### config.mk
export PLATFORM = sky130hd
export DESIGN_NAME = transport_tx_arbiter
export DESIGN_NICKNAME = d
export VERILOG_FILES = /design/src/rtl/transport_tx_arbiter_pkg.sv /design/src/rtl/transport_tx_arbiter_framer.sv /design/src/rtl/transport_tx_arbiter.sv
export SDC_FILE = /design/constraint.sdc
export NUM_CORES = 1
export LEC_CHECK = 0
export CAP_MARGIN = 20
export CORE_UTILIZATION = 29
export DETAILED_ROUTE_END_ITERATION = 7
export GPL_TIMING_DRIVEN = 1
export PLACE_DENSITY = 0.45
export SYNTH_ARGS = -nofsm -noshare
export SYNTH_HDL_FRONTEND = slang
export SYNTH_SLANG_ARGS = --single-unit
export TNS_END_PERCENT = 1
### constraint.sdc
create_clock -name clk -period 4.2 [get_ports clk]
set_input_delay 0.63 -clock clk [delete_from_list [all_inputs] [get_ports clk]]
set_output_delay 0.63 -clock clk [all_outputs]
set_load 0.05 [all_outputs]
### src/rtl/transport_tx_arbiter_pkg.sv
// transport_tx_arbiter_pkg: shared transport header bytes, tx state encoding and packet kind.
package transport_tx_arbiter_pkg;

    localparam logic [7:0] HDR_CTRL  = 8'h40;
    localparam logic [7:0] HDR_AUDIO = 8'h80;
    localparam logic [7:0] PAD_BYTE  = 8'h00;

    typedef enum logic [2:0] {
        IDLE,
        HDR,
        CTRL_HI,
        CTRL_LO,
        AUD_HI,
        AUD_LO,
        PAD
    } tx_state_t;

    typedef enum logic {
        KIND_CTRL,
        KIND_AUDIO
    } pkt_kind_t;

endpackage

### src/rtl/transport_tx_arbiter_framer.sv
// transport_tx_framer: packet state sequencing, byte counter and audio slot counter.
module transport_tx_framer
    import transport_tx_arbiter_pkg::*;
#(
    parameter int PACKET_SIZE = 16
) (
    input  logic       clk,
    input  logic       reset,
    input  logic       i_grant,
    input  logic       i_is_audio,
    input  logic       i_strobe,
    output logic [2:0] o_state
);

    localparam int SLOTS = (PACKET_SIZE - 1) / 2;
    localparam int BCW   = $clog2(PACKET_SIZE + 1);
    localparam int SCW   = $clog2(SLOTS + 1);

    tx_state_t        r_state, w_next;
    logic [BCW-1:0]   r_bytes;
    logic [SCW-1:0]   r_slots;
    logic             w_last_byte, w_last_slot;

    assign w_last_byte = r_bytes == BCW'(PACKET_SIZE - 1);
    assign w_last_slot = r_slots == SCW'(SLOTS - 1);
    assign o_state     = r_state;

    always_comb begin
        w_next = r_state;
        case (r_state)
            IDLE:    w_next = i_grant ? HDR : IDLE;
            HDR:     if (i_strobe) w_next = i_is_audio ? AUD_HI : CTRL_HI;
            CTRL_HI: if (i_strobe) w_next = CTRL_LO;
            CTRL_LO: if (i_strobe) w_next = PAD;
            AUD_HI:  if (i_strobe) w_next = AUD_LO;
            AUD_LO:  if (i_strobe) w_next = !w_last_slot ? AUD_HI : (w_last_byte ? IDLE : PAD);
            PAD:     if (i_strobe && w_last_byte) w_next = IDLE;
            default: w_next = IDLE;
        endcase
    end

    always_ff @(posedge clk or negedge reset) begin
        if (!reset) begin
            r_state <= IDLE;
            r_bytes <= '0;
            r_slots <= '0;
        end else begin
            r_state <= w_next;
            r_bytes <= (w_next == IDLE) ? '0 : (i_strobe ? r_bytes + BCW'(1) : r_bytes);
            r_slots <= (w_next == IDLE) ? '0 :
                       ((i_strobe && r_state == AUD_LO) ? r_slots + SCW'(1) : r_slots);
        end
    end

endmodule

### src/rtl/transport_tx_arbiter.sv
// transport_tx_arbiter: shares the network byte link between control and audio requesters.
// Optional audio fairness is enabled by defining TRANSPORT_TX_FAIRNESS_EN.
module transport_tx_arbiter
    import transport_tx_arbiter_pkg::*;
#(
    parameter int PACKET_SIZE    = 16,
    parameter int AUDIO_TIMEOUT  = 64,
    parameter int MAX_CTRL_BURST = 4
) (
    input  logic        clk,
    input  logic        reset,
    input  logic        i_ctrlValid,
    input  logic [15:0] i_ctrlData,
    output logic        o_ctrlReady,
    input  logic        i_audioValid,
    input  logic [15:0] i_audioData,
    output logic        o_audioReady,
    input  logic        i_netBusy,
    output logic        o_sendSignal,
    output logic [7:0]  o_packetOut,
    output logic        o_txActive
);

    localparam int WW = $clog2(AUDIO_TIMEOUT + 1);

    tx_state_t      w_state;
    logic [2:0]     w_state_raw;
    pkt_kind_t      r_kind;
    logic [15:0]    r_data;
    logic [WW-1:0]  r_wait;
    logic [7:0]     r_last;
    logic [7:0]     w_byte;
    logic           w_avail, w_strobe, w_to, w_idle, w_aud_first;
    logic           w_grant_ctrl, w_grant_aud;

    transport_tx_framer #(.PACKET_SIZE(PACKET_SIZE)) u_framer (
        .clk        (clk),
        .reset      (reset),
        .i_grant    (w_grant_ctrl | w_grant_aud),
        .i_is_audio (r_kind == KIND_AUDIO),
        .i_strobe   (w_strobe),
        .o_state    (w_state_raw)
    );

    assign w_state      = tx_state_t'(w_state_raw);
    assign w_to         = r_wait == WW'(AUDIO_TIMEOUT);
    assign w_idle       = (w_state == IDLE) && reset;
    assign w_grant_ctrl = w_idle && i_ctrlValid && !w_aud_first;
    assign w_grant_aud  = w_idle && i_audioValid && !w_grant_ctrl;

`ifdef TRANSPORT_TX_FAIRNESS_EN
    localparam int BW = $clog2(MAX_CTRL_BURST + 1);
    logic [BW-1:0] r_burst;
    assign w_aud_first = i_audioValid && (r_burst >= BW'(MAX_CTRL_BURST));
    always_ff @(posedge clk or negedge reset) begin
        if (!reset)
            r_burst <= '0;
        else if (w_grant_aud)
            r_burst <= '0;
        else if (w_grant_ctrl && i_audioValid && r_burst < BW'(MAX_CTRL_BURST))
            r_burst <= r_burst + BW'(1);
    end
`else
    // Strict control priority; the burst limit is inert in this build.
    assign w_aud_first = MAX_CTRL_BURST < 0;
`endif

    always_comb begin
        w_byte  = PAD_BYTE;
        w_avail = 1'b1;
        case (w_state)
            IDLE:            w_avail = 1'b0;
            HDR:             w_byte  = (r_kind == KIND_CTRL) ? HDR_CTRL : HDR_AUDIO;
            CTRL_HI:         w_byte  = r_data[15:8];
            CTRL_LO, AUD_LO: w_byte  = r_data[7:0];
            AUD_HI: begin
                w_avail = i_audioValid || w_to;
                w_byte  = w_to ? PAD_BYTE : i_audioData[15:8];
            end
            default: ;
        endcase
    end

    assign w_strobe     = w_avail && !i_netBusy;
    assign o_sendSignal = w_strobe;
    assign o_packetOut  = w_strobe ? w_byte : r_last;
    assign o_ctrlReady  = w_grant_ctrl;
    assign o_audioReady = (w_state == AUD_HI) && i_audioValid && !w_to && !i_netBusy;
    assign o_txActive   = w_state != IDLE;

    always_ff @(posedge clk or negedge reset) begin
        if (!reset) begin
            r_kind <= KIND_CTRL;
            r_data <= '0;
            r_wait <= '0;
            r_last <= '0;
        end else begin
            if (w_grant_ctrl | w_grant_aud) begin
                r_kind <= w_grant_ctrl ? KIND_CTRL : KIND_AUDIO;
                r_data <= i_ctrlData;
            end
            if (w_strobe)
                r_last <= w_byte;
            // Once timed out the low half of every remaining slot is padding too.
            if (w_state == AUD_HI && w_strobe)
                r_data <= w_to ? '0 : i_audioData;
            r_wait <= (w_state == IDLE || o_audioReady) ? '0 :
                      ((w_state == AUD_HI && !i_audioValid && !w_to) ? r_wait + WW'(1) : r_wait);
        end
    end

endmodule

==> results by group, run 1 <==
Outcome
  • Outcome: completed

Logic synthesis
  • Post-synthesis cell count: 250
  • Cell variety after synth: between 50 and 60
  • Async set-reset flop share out of synthesis: 1.00
  • EDFF count, synth: 0
  • Post-synth top flop: dfrtp_1
  • Mapped Area: about 2600 um2
  • Sequential-to-total area share from yosys stat: 0.409
  • Synthesized flop and latch total: 43
  • Post-synth net total: between 200 and 300
  • Mapped Avg Cell Area: 10.5 um2
  • Ys Warns: 0

Detailed routing
  • DR DRC count: 0
  • Vias per inst: roughly 5
  • Final antenna-violating net count: 0
  • Vias: 2005
  • Drt total wl: roughly 6700 um
  • Wirelength per Cell: 16.5 um
  • Drt first pass iters: 4
  • Initial DRC count: 88

STA
  • Tmin final: 3.40 ns
  • Worst hold slack: ~0.45 ns
  • Slew Viols, Final: 0
  • Post-route clock period utilization: 0.809
  • Pin slew with the least headroom to its limit: between 0.9 and 1 ns
  • Relative slew margins: 0.388
  • RSZ-0062 raised after global routing: no
  • Fmax: 294 MHz
  • Clock skew: a little over 0.004 ns
  • Final worst-path setup slack: 0.803 ns
  • # setup viols final: 0
  • Final hold violation count: 0
  • Final setup TNS: 0 ns

Layout
  • Share of cells above drive strength 1: 0.138
  • Fill cell count: ~900
  • # nets final: between 300 and 400
  • Fin util: 0.376
  • Area grow syn2layout: 25.5%
  • Register area: about 1100 um2
  • Ant diodes: 0
  • Multi-input logic area: about 1400 um2

Min path
  • Worst Hold Class: input port to asynchronous set/reset pin

Floorplan
  • IO Pins: 49
  • Initial Utilization: 0.300
  • Die height: ~97 um
  • Die Wd: 97.2 um
  • Standard-cell rows: 34
  • CORE AREA: 8760 um2
  • Die area: roughly 9500 um2

CTS
  • CTS H-tree depth: 2
  • CTS tree: built
  • CTS Hold Bufs: 0
  • CTS buffer count: 5
  • Worst skew pair latency: approximately 0.30 ns
  • Post-CTS resize count: 0
  • Sink Count: between 40 and 50
  • Worst-path clk slew: roughly 0.09 ns
  • Max clock buf depth: 2
  • Root Buffer: clkbuf_8
  • Setup bufs post-CTS: 0

Global route
  • First-pass GRT wire length: ~11000 um
  • Vias in the first global route: between 1500 and 2000
  • Total gr overflow: 0
  • Initial antenna violation count: 0
  • Pin count of the biggest net entering global routing: 44
  • GRT Resource Usage Total: 0.146

Placed design
  • Placer Congestion: slightly above 0.7
  • Detailed-placement wirelength estimate: roughly 4700 um
  • Pre-CTS WS: about 0.8 ns
  • Number of I/O port buffers: 48

Pwr
  • Pwr Density: about 650 nW/um2
  • Peak supply drop: roughly 0.42 mV
  • Leak pwr: 1.40 nW

Flow run
  • Max-capacitance violation count: 0

Setup path
  • Worst-path fanout max: 22
  • Required time worst endpoint: 3.57 ns
  • Arrival @ worst endpoint: between 2 and 3 ns
  • Setup crit start kind: flip-flop
  • Crit end category: primary output
  • CP Class: flip-flop to primary output
-- path summary, 6_finish.rpt --
path | end | start | cells after the start | slack (ns)
max | o_audioReady | u_framer.o_state[0] | 5 | 0.80
min | u_framer.r_bytes[4] | reset | 2 | 0.45
max reg2reg | r_wait[2] | r_wait[0] | 6 | 1.72
min reg2reg | r_last[6] | r_last[6] | 1 | 0.51
max in group asynchronous | r_data[7] | reset | 2 | 3.35
min in group clk | r_last[6] | r_last[6] | 1 | 0.51
-- layer usage --
layer  global-route usage  share of wire  vias up
met2                0.202           0.41       40
met1                0.232           0.54      958
met5                    0              0        -
met4               0.0339         0.0081        0
li1                     -              -     1002
met3               0.0281          0.039        5
-- critical path: stages, from the launching register on --
cell and delay, ns:
dfrtp_1 0.36, buf_4 0.20, or3b_1 0.64, a21oi_1 0.26
and3_1 0.20, clkdlybuf4s50_1 0.80
-- synth_stat cells (6+ instances only) --
master | number | area share
a221o_1 | 6 | 0.023
a22o_1 | 8 | 0.027
a31oi_1 | 6 | 0.014
and3_1 | 8 | 0.019
buf_2 | 7 | 0.013
dfrtp_1 | 43 | 0.41
ha_1 | 6 | 0.029
inv_1 | 12 | 0.017
mux2i_1 | 37 | 0.14
nand2_1 | 24 | 0.034
nor2_1 | 13 | 0.019
xnor2_1 | 8 | 0.027
-- cells by family after synthesis --
family | count (synthesis) | synth area share
flip-flops | 43 | 0.409
AND/OR/NAND/NOR | 71 | 0.157
adder cells (fa/ha/maj) | 6 | 0.0285
buffers and inverters | 31 | 0.0576
multiplexers | 38 | 0.145
XOR/XNOR | 10 | 0.0333
AO/OA/AOI/OAI | 51 | 0.169
-- metrics by stage --
stage / area, um2 / power (W) / instances
2_1_floorplan: 2630 / 0.00146 / 250
3_3_place_gp: 3180 / 0.00179 / 397
3_5_place_dp: 3180 / 0.00179 / 397
4_1_cts: 3300 / 0.00215 / 405
5_1_grt: 3300 / 0.00227 / 405
6_report: 3300 / 0.00213 / 405
-- cell usage in the layout (no fill, tap or decap), types with 3 or more instances in the layout --
| cell type | n |
|---|---|
| a31oi_1 | 6 |
| a21oi_1 | 5 |
| and3_1 | 8 |
| inv_1 | 12 |
| clkbuf_8 | 6 |
| clkdlybuf4s50_1 | 39 |
| o21ai_0 | 4 |
| xnor2_1 | 8 |
| a221o_1 | 6 |
| nor2b_1 | 3 |
| nor2_1 | 13 |
| mux2i_1 | 37 |
| nand2_1 | 24 |
| buf_4 | 16 |
| a22o_1 | 8 |
| dfrtp_1 | 43 |
| ha_1 | 6 |
| a211oi_1 | 4 |
-- power by group --
group	switching, W	total [W]	internal [W]
Combinational	0.000685	0.00112	0.000439
Sequential	0.0000905	0.000658	0.000567
Clock	0.000154	0.000347	0.000193
-- flip-flops by register name (all words and copies together), names as in the netlist --
register,cells
r_last,8
u_framer.r_slots,3
r_kind,1
u_framer.o_state,3
r_data,16
r_wait,7
u_framer.r_bytes,5
-- layout make-up --
cell class / instances / share of cell area
Sequential cell: 43 / 0.326
Clock buffer: 6 / 0.0250
Multi-Input combinational cell: 176 / 0.425
Clock inverter: 2 / 0.0106
Timing Repair Buffer: 56 / 0.156
Inverter: 14 / 0.0159
Tap cell: 108 / 0.0410
Power figures use the tool's default switching activity.
==> run 2, diff against run 1 <==
PLACE_DENSITY = 0.47   (was 0.45)
clock period = 2.9 ns   (was 4.2 ns; I/O delays follow)
==> results by group, run 2 (synthesis gave the netlist of run 1 again) <==
Min path
  • Worst Hold Class: input port to asynchronous set/reset pin

Floorplan
  • Initial Utilization: 0.300
  • Die area: ~9500 um2
  • Die height: around 100 um
  • Die Wd: approximately 100 um
  • CORE AREA: 8760 um2
  • Standard-cell rows: 34
  • IO Pins: 49

Layout
  • Max reg flops: 16
  • # nets final: 344
  • Area grow syn2layout: 31.6%
  • Ant diodes: 0
  • Final Non-Filler Cells: a little over 400
  • Register area: around 1100 um2
  • Largest Register: r_data
  • Most frequent cells in the layout: 43 x dfrtp_1, 37 x mux2i_1, 36 x clkdlybuf4s50_1
  • Most common cell after layout, fill and taps aside: dfrtp_1
  • Fill cell count: between 800 and 900
  • Share of cells above drive strength 1: 0.169
  • Design area: about 3500 um2
  • Multi-input logic area: 1410 um2
  • Top Registers: r_data (16), r_last (8), r_wait (7)

STA
  • Final hold violation count: 0
  • Fmax: about 370 MHz
  • Relative slew margins: 0.397
  • # setup viols final: 0
  • Final setup TNS: 0 ns
  • Slew Viols, Final: 0
  • Clock skew: roughly 0.0064 ns
  • Pin slew with the least headroom to its limit: just over 0.9 ns
  • Tmin final: ~2.7 ns
  • Final worst-path setup slack: between 0.15 and 0.2 ns
  • Worst hold slack: approximately 0.26 ns
  • RSZ-0062 raised after global routing: no
  • Post-route clock period utilization: 0.936

Pwr
  • Leak pwr: roughly 1.5 nW
  • Pwr Density: approximately 950 nW/um2
  • Peak supply drop: between 0.2 and 0.3 mV

Detailed routing
  • Drt total wl: ~6700 um
  • Final antenna-violating net count: 0
  • DR DRC count: 0
  • Vias: about 2100
  • Wirelength per Cell: roughly 16 um
  • Initial DRC count: 79
  • Vias per inst: about 5.1
  • Drt first pass iters: 4

Placed design
  • Pre-CTS WS: 0.157 ns
  • Detailed-placement wirelength estimate: around 4800 um
  • Placed Instance Area: around 3300 um2
  • Cell total after placement: approximately 400
  • Number of I/O port buffers: 48
  • Placer Congestion: 0.747

Setup path
  • Setup crit start kind: flip-flop
  • Crit end category: primary output
  • R2r setup slk: roughly 0.45 ns
  • Arrival @ worst endpoint: roughly 2.3 ns
  • R2r startpoint: u_framer.o_state[0]
  • Crit-path cells: inv_1 > ha_1 > and4bb_4 > a21oi_1 > buf_4 > a221o_1 > a22o_1 > buf_12
  • Delay-heaviest family, CP: compound AO/OA/AOI/OAI gates
  • Reg2reg path depth: 5
  • Required time worst endpoint: ~2.5 ns
  • R2R Path End: r_data[14]
  • Critical-path top delay cell: dfrtp_1
  • Max incr delay on CP: approximately 0.42 ns
  • CP Class: flip-flop to primary output
  • Buffers & Inverters on Critical Path: 3
  • Worst-path fanout max: 9

Global route
  • GRT Resource Usage Total: 0.150
  • Vias in the first global route: roughly 2200
  • Pin count of the biggest net entering global routing: 44
  • First-pass GRT wire length: ~11000 um
  • Total gr overflow: 0
  • Initial antenna violation count: 0

CTS
  • Worst-path clk slew: roughly 0.09 ns
  • CTS H-tree depth: 2
  • Worst skew pair latency: about 0.3 ns
  • CTS tree: built
  • CTS Hold Bufs: 0
  • CTS buffer count: 5
  • Max clock buf depth: 2
  • Root Buffer: clkbuf_8
  • Sink Count: between 40 and 50

Flow run
  • Max-capacitance violation count: 0

Outcome
  • Outcome: completed
[run 2: final cells by class]
cell class,instances,share of cell area
repair buffers,61,0.194
well taps,108,0.0390
flip-flops and latches,43,0.311
inverters,14,0.0152
clock inverters,2,0.0101
clock buffers,6,0.0239
multi-input cells,176,0.407
[run 2: where the power goes]
group          switching [W]  internal (W)  total [W]
registers           0.000133      0.000822   0.000954
clock network       0.000221      0.000279   0.000500
logic                0.00103      0.000814    0.00184
total                0.00138       0.00191    0.00330
[run 2: worst max-delay path by stage]
stage / from / end / slack (ns) / depth (start not counted)
floorplan: r_wait[0] / o_packetOut[0] / 0.56 / 7
CTS: r_wait[0] / o_packetOut[3] / 0.01 / 8
detailed placement: i_netBusy / o_packetOut[5] / 0.16 / 6
global placement: i_netBusy / o_packetOut[1] / 0.20 / 6
global route: r_wait[0] / o_packetOut[1] / 0.05 / 8
finish: r_wait[0] / o_packetOut[3] / 0.18 / 8
[run 2: metal layers]
layer | vias to the layer above | share of wire | GRT usage
met5 | - | 0 | 0
met4 | 0 | 0.0098 | 0.0373
met3 | 8 | 0.026 | 0.0281
met2 | 32 | 0.45 | 0.228
met1 | 1025 | 0.51 | 0.218
li1 | 1012 | - | -
[run 2: stage by stage]
| step | util | power [W] |
|---|---|---|
| 3_5_place_dp | 0.381 | 0.00282 |
| 5_1_grt | 0.395 | 0.00351 |
| 3_3_place_gp | 0.381 | 0.00280 |
| 2_1_floorplan | - | 0.00212 |
| 6_report | 0.395 | 0.00330 |
| 4_1_cts | 0.395 | 0.00334 |
[run 2: worst reg2reg max path, cell delays in order (launching register included)]
cell and delay [ns]:
dfrtp_1 0.38, buf_4 0.21, nor4b_2 0.55, and2_1 0.81, mux2i_1 0.29, mux2i_1 0.10
[run 2: repair_timing]
action / CTS / global route
endpoints found under the setup margin: 8 / 8
endpoints found under the hold margin: 0 / 0
resized for setup: 1 / 2
setup buffers: 0 / 0
